==> src/rtl/lsu_ctrl.sv <==
// rtl/lsu_ctrl.sv - load/store initiator: split, read-modify-write and extend data memory accesses
module lsu_ctrl #(
    parameter logic [31:0] BASE_ADDR  = 32'h10010000,
    parameter int          SPAN_BYTES = 8192
) (
    input  logic        in_clk,
    input  logic        in_rst,
    input  logic        in_req_valid,
    output logic        out_req_ready,
    input  logic        in_req_wr,
    input  logic [1:0]  in_req_size,
    input  logic        in_req_sign,
    input  logic [31:0] in_req_addr,
    input  logic [31:0] in_req_data,
    output logic        out_resp_valid,
    output logic [31:0] out_resp_data,
    output logic        out_resp_err,
    output logic        out_mem_ena,
    output logic        out_mem_wena,
    output logic [1:0]  out_mem_wsel,
    output logic [1:0]  out_mem_rsel,
    output logic [31:0] out_mem_addr,
    output logic [31:0] out_mem_data,
    input  logic [31:0] in_mem_data
);

    typedef enum logic [2:0] {IDLE, RD0, WR0, RD1, WR1, DONE} state_t;

    state_t      state, state_nx;
    logic [31:0] addr_q, data_q, buf0, buf1, resp_data_q;
    logic [1:0]  size_q;
    logic        sign_q, wr_q, err_q;

    function automatic logic [2:0] size_bytes(input logic [1:0] s);
        case (s)
            2'b00:   size_bytes = 3'd1;
            2'b01:   size_bytes = 3'd2;
            default: size_bytes = 3'd4;
        endcase
    endfunction

    logic        accept, req_err, span;
    logic [2:0]  n_in, n_q;
    logic [1:0]  off;
    logic [32:0] last_byte;
    logic [31:0] word_a;

    assign accept    = in_req_valid && out_req_ready;
    assign n_in      = size_bytes(in_req_size);
    assign last_byte = {1'b0, in_req_addr} + {30'b0, n_in} - 33'd1;
    // 33-bit compare so a request near 0xFFFFFFFF cannot wrap into the window
    assign req_err   = (in_req_size == 2'b11) || (in_req_addr < BASE_ADDR) ||
                       (last_byte > ({1'b0, BASE_ADDR} + 33'(SPAN_BYTES) - 33'd1));

    assign n_q    = size_bytes(size_q);
    assign off    = addr_q[1:0];
    assign span   = ({1'b0, off} + n_q) > 3'd4;
    assign word_a = {addr_q[31:2], 2'b00};

    // Store bytes placed across the two-word window; mask selects the request's bytes.
    logic [3:0]  byte_mask;
    logic [7:0]  mask64;
    logic [63:0] sdata64, pair;
    logic [31:0] wr_word0, wr_word1, raw, load_result;

    assign byte_mask = (n_q == 3'd1) ? 4'b0001 : (n_q == 3'd2) ? 4'b0011 : 4'b1111;
    assign mask64    = 8'({4'b0, byte_mask} << off);
    assign sdata64   = {32'b0, data_q} << {off, 3'b000};

    always_comb begin
        wr_word0 = buf0;
        wr_word1 = buf1;
        for (int b = 0; b < 4; b++) begin
            if (mask64[b])     wr_word0[8*b +: 8] = sdata64[8*b +: 8];
            if (mask64[b + 4]) wr_word1[8*b +: 8] = sdata64[32 + 8*b +: 8];
        end
    end

    // Final load word arrives on in_mem_data in the cycle that enters DONE.
    assign pair = (state == RD1) ? {in_mem_data, buf0} : {32'b0, in_mem_data};
    assign raw  = 32'(pair >> {off, 3'b000});

    always_comb begin
        load_result = raw;
        if (n_q == 3'd1)
            load_result = {{24{sign_q & raw[7]}}, raw[7:0]};
        else if (n_q == 3'd2)
            load_result = {{16{sign_q & raw[15]}}, raw[15:0]};
    end

    always_comb begin
        state_nx = state;
        case (state)
            IDLE: if (accept) begin
                if (req_err)
                    state_nx = DONE;
                else if (in_req_wr && in_req_size == 2'b10 && in_req_addr[1:0] == 2'b00)
                    state_nx = WR0;
                else
                    state_nx = RD0;
            end
            RD0:     state_nx = wr_q ? WR0 : (span ? RD1 : DONE);
            WR0:     state_nx = span ? RD1 : DONE;
            RD1:     state_nx = wr_q ? WR1 : DONE;
            WR1:     state_nx = DONE;
            DONE:    state_nx = IDLE;
            default: state_nx = IDLE;
        endcase
    end

    always_ff @(posedge in_clk) begin
        if (in_rst) begin
            state       <= IDLE;
            addr_q      <= '0;
            data_q      <= '0;
            size_q      <= '0;
            sign_q      <= 1'b0;
            wr_q        <= 1'b0;
            err_q       <= 1'b0;
            buf0        <= '0;
            buf1        <= '0;
            resp_data_q <= '0;
        end else begin
            state <= state_nx;
            if (accept) begin
                addr_q <= in_req_addr;
                data_q <= in_req_data;
                size_q <= in_req_size;
                sign_q <= in_req_sign;
                wr_q   <= in_req_wr;
                err_q  <= req_err;
            end
            if (state == RD0) buf0 <= in_mem_data;
            if (state == RD1) buf1 <= in_mem_data;
            if (state_nx == DONE && state != DONE)
                resp_data_q <= (state == IDLE || wr_q) ? 32'b0 : load_result;
        end
    end

    assign out_req_ready  = (state == IDLE) && !in_rst;
    assign out_resp_valid = (state == DONE);
    assign out_resp_err   = (state == DONE) && err_q;
    assign out_resp_data  = resp_data_q;
    assign out_mem_wsel   = 2'b01;
    assign out_mem_rsel   = 2'b01;

    always_comb begin
        out_mem_ena  = 1'b0;
        out_mem_wena = 1'b0;
        out_mem_addr = 32'b0;
        out_mem_data = 32'b0;
        case (state)
            RD0: begin
                out_mem_ena  = 1'b1;
                out_mem_addr = word_a;
            end
            WR0: begin
                out_mem_ena  = 1'b1;
                out_mem_wena = 1'b1;
                out_mem_addr = word_a;
                out_mem_data = wr_word0;
            end
            RD1: begin
                out_mem_ena  = 1'b1;
                out_mem_addr = word_a + 32'd4;
            end
            WR1: begin
                out_mem_ena  = 1'b1;
                out_mem_wena = 1'b1;
                out_mem_addr = word_a + 32'd4;
                out_mem_data = wr_word1;
            end
            default: ;
        endcase
    end

endmodule
==> config.mk <==
export PLATFORM = sky130hd
export DESIGN_NAME = lsu_ctrl
export DESIGN_NICKNAME = d
export VERILOG_FILES = /design/src/rtl/lsu_ctrl.sv
export SDC_FILE = /design/constraint.sdc
export NUM_CORES = 1
export LEC_CHECK = 0
export BUFFER_PORTS_ARGS = -buffer_cell sky130_fd_sc_hd__clkbuf_2
export CORE_ASPECT_RATIO = 0.75
export CORE_MARGIN = 3
export CORE_UTILIZATION = 33
export CTS_CLUSTER_DIAMETER = 120
export CTS_CLUSTER_SIZE = 24
export DETAILED_ROUTE_END_ITERATION = 8
export SYNTH_ARGS = -nofsm -noshare
export SYNTH_HDL_FRONTEND = slang
export SYNTH_SLANG_ARGS = --single-unit
==> constraint.sdc <==
create_clock -name in_clk -period 5.4 [get_ports in_clk]
set_clock_uncertainty 0.1 [all_clocks]
set_input_delay 0.54 -clock in_clk [delete_from_list [all_inputs] [get_ports in_clk]]
set_output_delay 0.54 -clock in_clk [all_outputs]
set_load 0.005 [all_outputs]
==> impl_metrics.env <==
export IMPL_synth_edf_count=0
export IMPL_topRoutingLayerUsed="met5"
export IMPL_rsz0062_at_grt="false"
export IMPL_synth_common_cells="nand2_1, dfxtp_1, a21oi_1"
export IMPL_end_kind="flop"
export IMPL_cts_max_level=4
export IMPL_hpwlAfterDp_mm=36.1
export IMPL_num_fill_cells=3661
export IMPL_fin_nets=1912
export IMPL_grt_pass1_wl_mm=71.6
export IMPL_max_freq_mhz=203
export IMPL_worstHoldStart="in_req_data[27]"
export IMPL_worst_setup_path_type="in -> reg"
export IMPL_cp_required_ps=5620
export IMPL_ys_seq_elements=168
export IMPL_start_util=0.337
export IMPL_ir_worst_vdd_mv=0.216
export IMPL_async_flop_share=0
export IMPL_cts_made_buffers=17
export IMPL_grt_max_degree=97
export IMPL_slew_viol_final=0
export IMPL_hold_class="in -> reg"
export IMPL_cts_root_buffer="clkbuf_16"
export IMPL_syn_inst=1629
export IMPL_drive_gt1_frac=0.170
export IMPL_leakagePower_nw=5.63
export IMPL_cts_resized=0
export IMPL_gr_usage_all_layers=0.244
export IMPL_dr_wl_met3_mm=4.34
export IMPL_hold_ws_ps=172
export IMPL_r2r_end="out_resp_data[4]$_SDFFE_PP0P_"
export IMPL_antenna_found_initial=1
export IMPL_tightest_slew_ps=1120
export IMPL_die_x_um=224
export IMPL_cp_cell_sequence="clkbuf_2 -> inv_1 -> nand2_1 -> ha_1 -> inv_1 -> ha_1 -> fa_1 -> a211oi_1 -> o21ai_0 -> a221oi_1 -> o21ai_0 -> mux2i_1 -> a221o_1 -> or3_1 -> o311a_1 -> or3_2 -> buf_12 -> mux2i_1"
export IMPL_rows=59
export IMPL_clk_pin_slew_ps=80
export IMPL_hold_violations=0
export IMPL_cap_violations=0
export IMPL_fp_coreArea_um2=34900
export IMPL_p_per_area_nw_per_um2=383
export IMPL_wl_met1_mm=23.7
export IMPL_seq_area_frac_synth=0.286
export IMPL_yosys_area_top_type="dfxtp_1"
export IMPL_finalSetupViolations=0
export IMPL_drc=0
export IMPL_port_buffer_count=201
export IMPL_die_y_um=169
export IMPL_wl_per_cell_um=21.4
export IMPL_r2r_cells=13
export IMPL_grt_overflow=0
export IMPL_place_gp_congestion=0.926
export IMPL_wl_met2_mm=19.1
export IMPL_cts_hold_buf=0
export IMPL_fin_crit_sh=0.912
export IMPL_yosys_top_cells_area="dfxtp_1, nand2_1, mux2i_1, a21oi_1, o21ai_0"
export IMPL_pin_count=208
export IMPL_die_area_um2=37900
export IMPL_setup_tns_final_ps=0
export IMPL_hold_path_end="data_q[27]$_SDFFE_PP0P_"
export IMPL_ant_nets=0
export IMPL_period_needed_ps=4920
export IMPL_drt_initial_drc_count=1460
export IMPL_cts_sinks=168
export IMPL_hold_depth=3
export IMPL_max_stage_delay_ps=750
export IMPL_cp_max_fo=17
export IMPL_postCtsSetupBuffers=0
export IMPL_cp_arrival_ps=5140
export IMPL_insertion_delay_ps=450
export IMPL_cp_start_kind="input port"
export IMPL_antenna_cells=0
export IMPL_yosysMostFrequentCell="nand2_1"
export IMPL_status="completed"
export IMPL_yosys_cell_types_count=73
export IMPL_routed_wl_mm=47.8
export IMPL_ctsLongestPathBuffers=2
export IMPL_regToRegStartpoint="addr_q[0]$_SDFFE_PP0P_"
export IMPL_slowest_stage="or3_2"
export IMPL_synth_avg_cell_area_um2=7.22
export IMPL_final_util=0.392
export IMPL_via_per_inst=5.66
export IMPL_grt_pass1_vias=11600
export IMPL_relSlewSlack=0.252
export IMPL_ys_flop_type="dfxtp_1"
export IMPL_areaGrowthSynthToFinish_pct=16.5
export IMPL_vias=12600
export IMPL_cts_tree="done"
export IMPL_dr_pass1_iters=6
export IMPL_netlist_area_um2=11800
export IMPL_synth_warnings=0
export IMPL_yosysTopAreaCellShare=0.286
export IMPL_r2r_slack_ps=1690
[layout make-up]
type / count / area (um^2) / share of cell area
clock buffer: 17 / 425 / 0.0311
tap: 457 / 572 / 0.0418
inverter: 56 / 210 / 0.0154
sequential: 168 / 3370 / 0.246
clock inverter: 15 / 184 / 0.0134
timing repair buffer: 228 / 1220 / 0.0892
multi-input combinational: 1291 / 7710 / 0.563
[kinds of logic (layout without fill, tap and decap cells)]
family | Yosys count | in the layout | share of synthesized area
fa+ha+maj | 47 | 47 | 0.0513
other cells | 2 | 6 | 0.000639
simple gates | 622 | 622 | 0.233
compound gates | 463 | 463 | 0.235
mux | 141 | 141 | 0.125
buf+inv | 174 | 316 | 0.0600
flops | 168 | 168 | 0.286
xor+xnor | 12 | 12 | 0.00894
[metal layers]
layer	up-vias	track usage
li1	6046	-
met2	541	0.338
met1	6002	0.382
met4	2	0.0467
met5	-	0
met3	44	0.0526
[placed cells by master, fill, tap and decap left out, drive strengths merged, types with 10 or more instances in the layout]
cell type / n
a211o: 10
a21oi: 165
a31oi: 19
buf: 28
clkbuf: 217
dfxtp: 168
ha: 45
inv: 65
mux2: 18
mux2i: 122
nand2: 349
nand3: 81
nand4: 12
nor2: 80
nor2b: 16
nor3: 15
o211ai: 24
o21ai: 136
o22ai: 24
or3: 16
[flip-flops by register name (all words and copies together) (netlist names)]
name and flops:
state 3, err_q 1, sign_q 1, wr_q 1
buf0 32, buf1 32, out_resp_data 32, addr_q 32
size_q 2, data_q 32
[worst max path at each step]
stage	slack, ps	to	depth (start not counted)	startpoint
final	480	out_resp_data[4]$_SDFFE_PP0P_	18	in_req_size[1]
after global placement	70	out_resp_data[4]$_SDFFE_PP0P_	18	in_req_size[1]
after floorplan	770	out_resp_data[10]$_SDFFE_PP0P_	18	in_req_size[1]
after detailed placement	50	out_resp_data[4]$_SDFFE_PP0P_	18	in_req_size[1]
after CTS	510	out_mem_addr[31]	11	addr_q[8]$_SDFFE_PP0P_
after global routing	110	out_mem_addr[31]	11	addr_q[8]$_SDFFE_PP0P_
[per-stage QoR]
step	power (mW)	std cells	worst slack (ps)	cell area [um^2]
finish	5.24	2232	477	13700
global route	5.53	2232	111	13700
CTS	5.21	2232	507	13700
detailed placement	3.89	2200	48.0	13100
global placement	3.86	2200	65.7	13100
floorplan	3.13	1633	768	11800
[report_power, final]
part / internal, mW / switching, mW
clock network: 0.704 / 0.608
registers: 1.46 / 0.276
logic: 0.778 / 1.41
total: 2.95 / 2.29
[worst max-delay path: cells and delay by family]
family	cells	cell delay, ps
adders and majority gates	3	880
buffers and inverters	4	530
muxes	2	280
AOI/OAI and AO/OA	6	1760
and+or+nand+nor	3	1120
(Power assumes the default switching activity.)
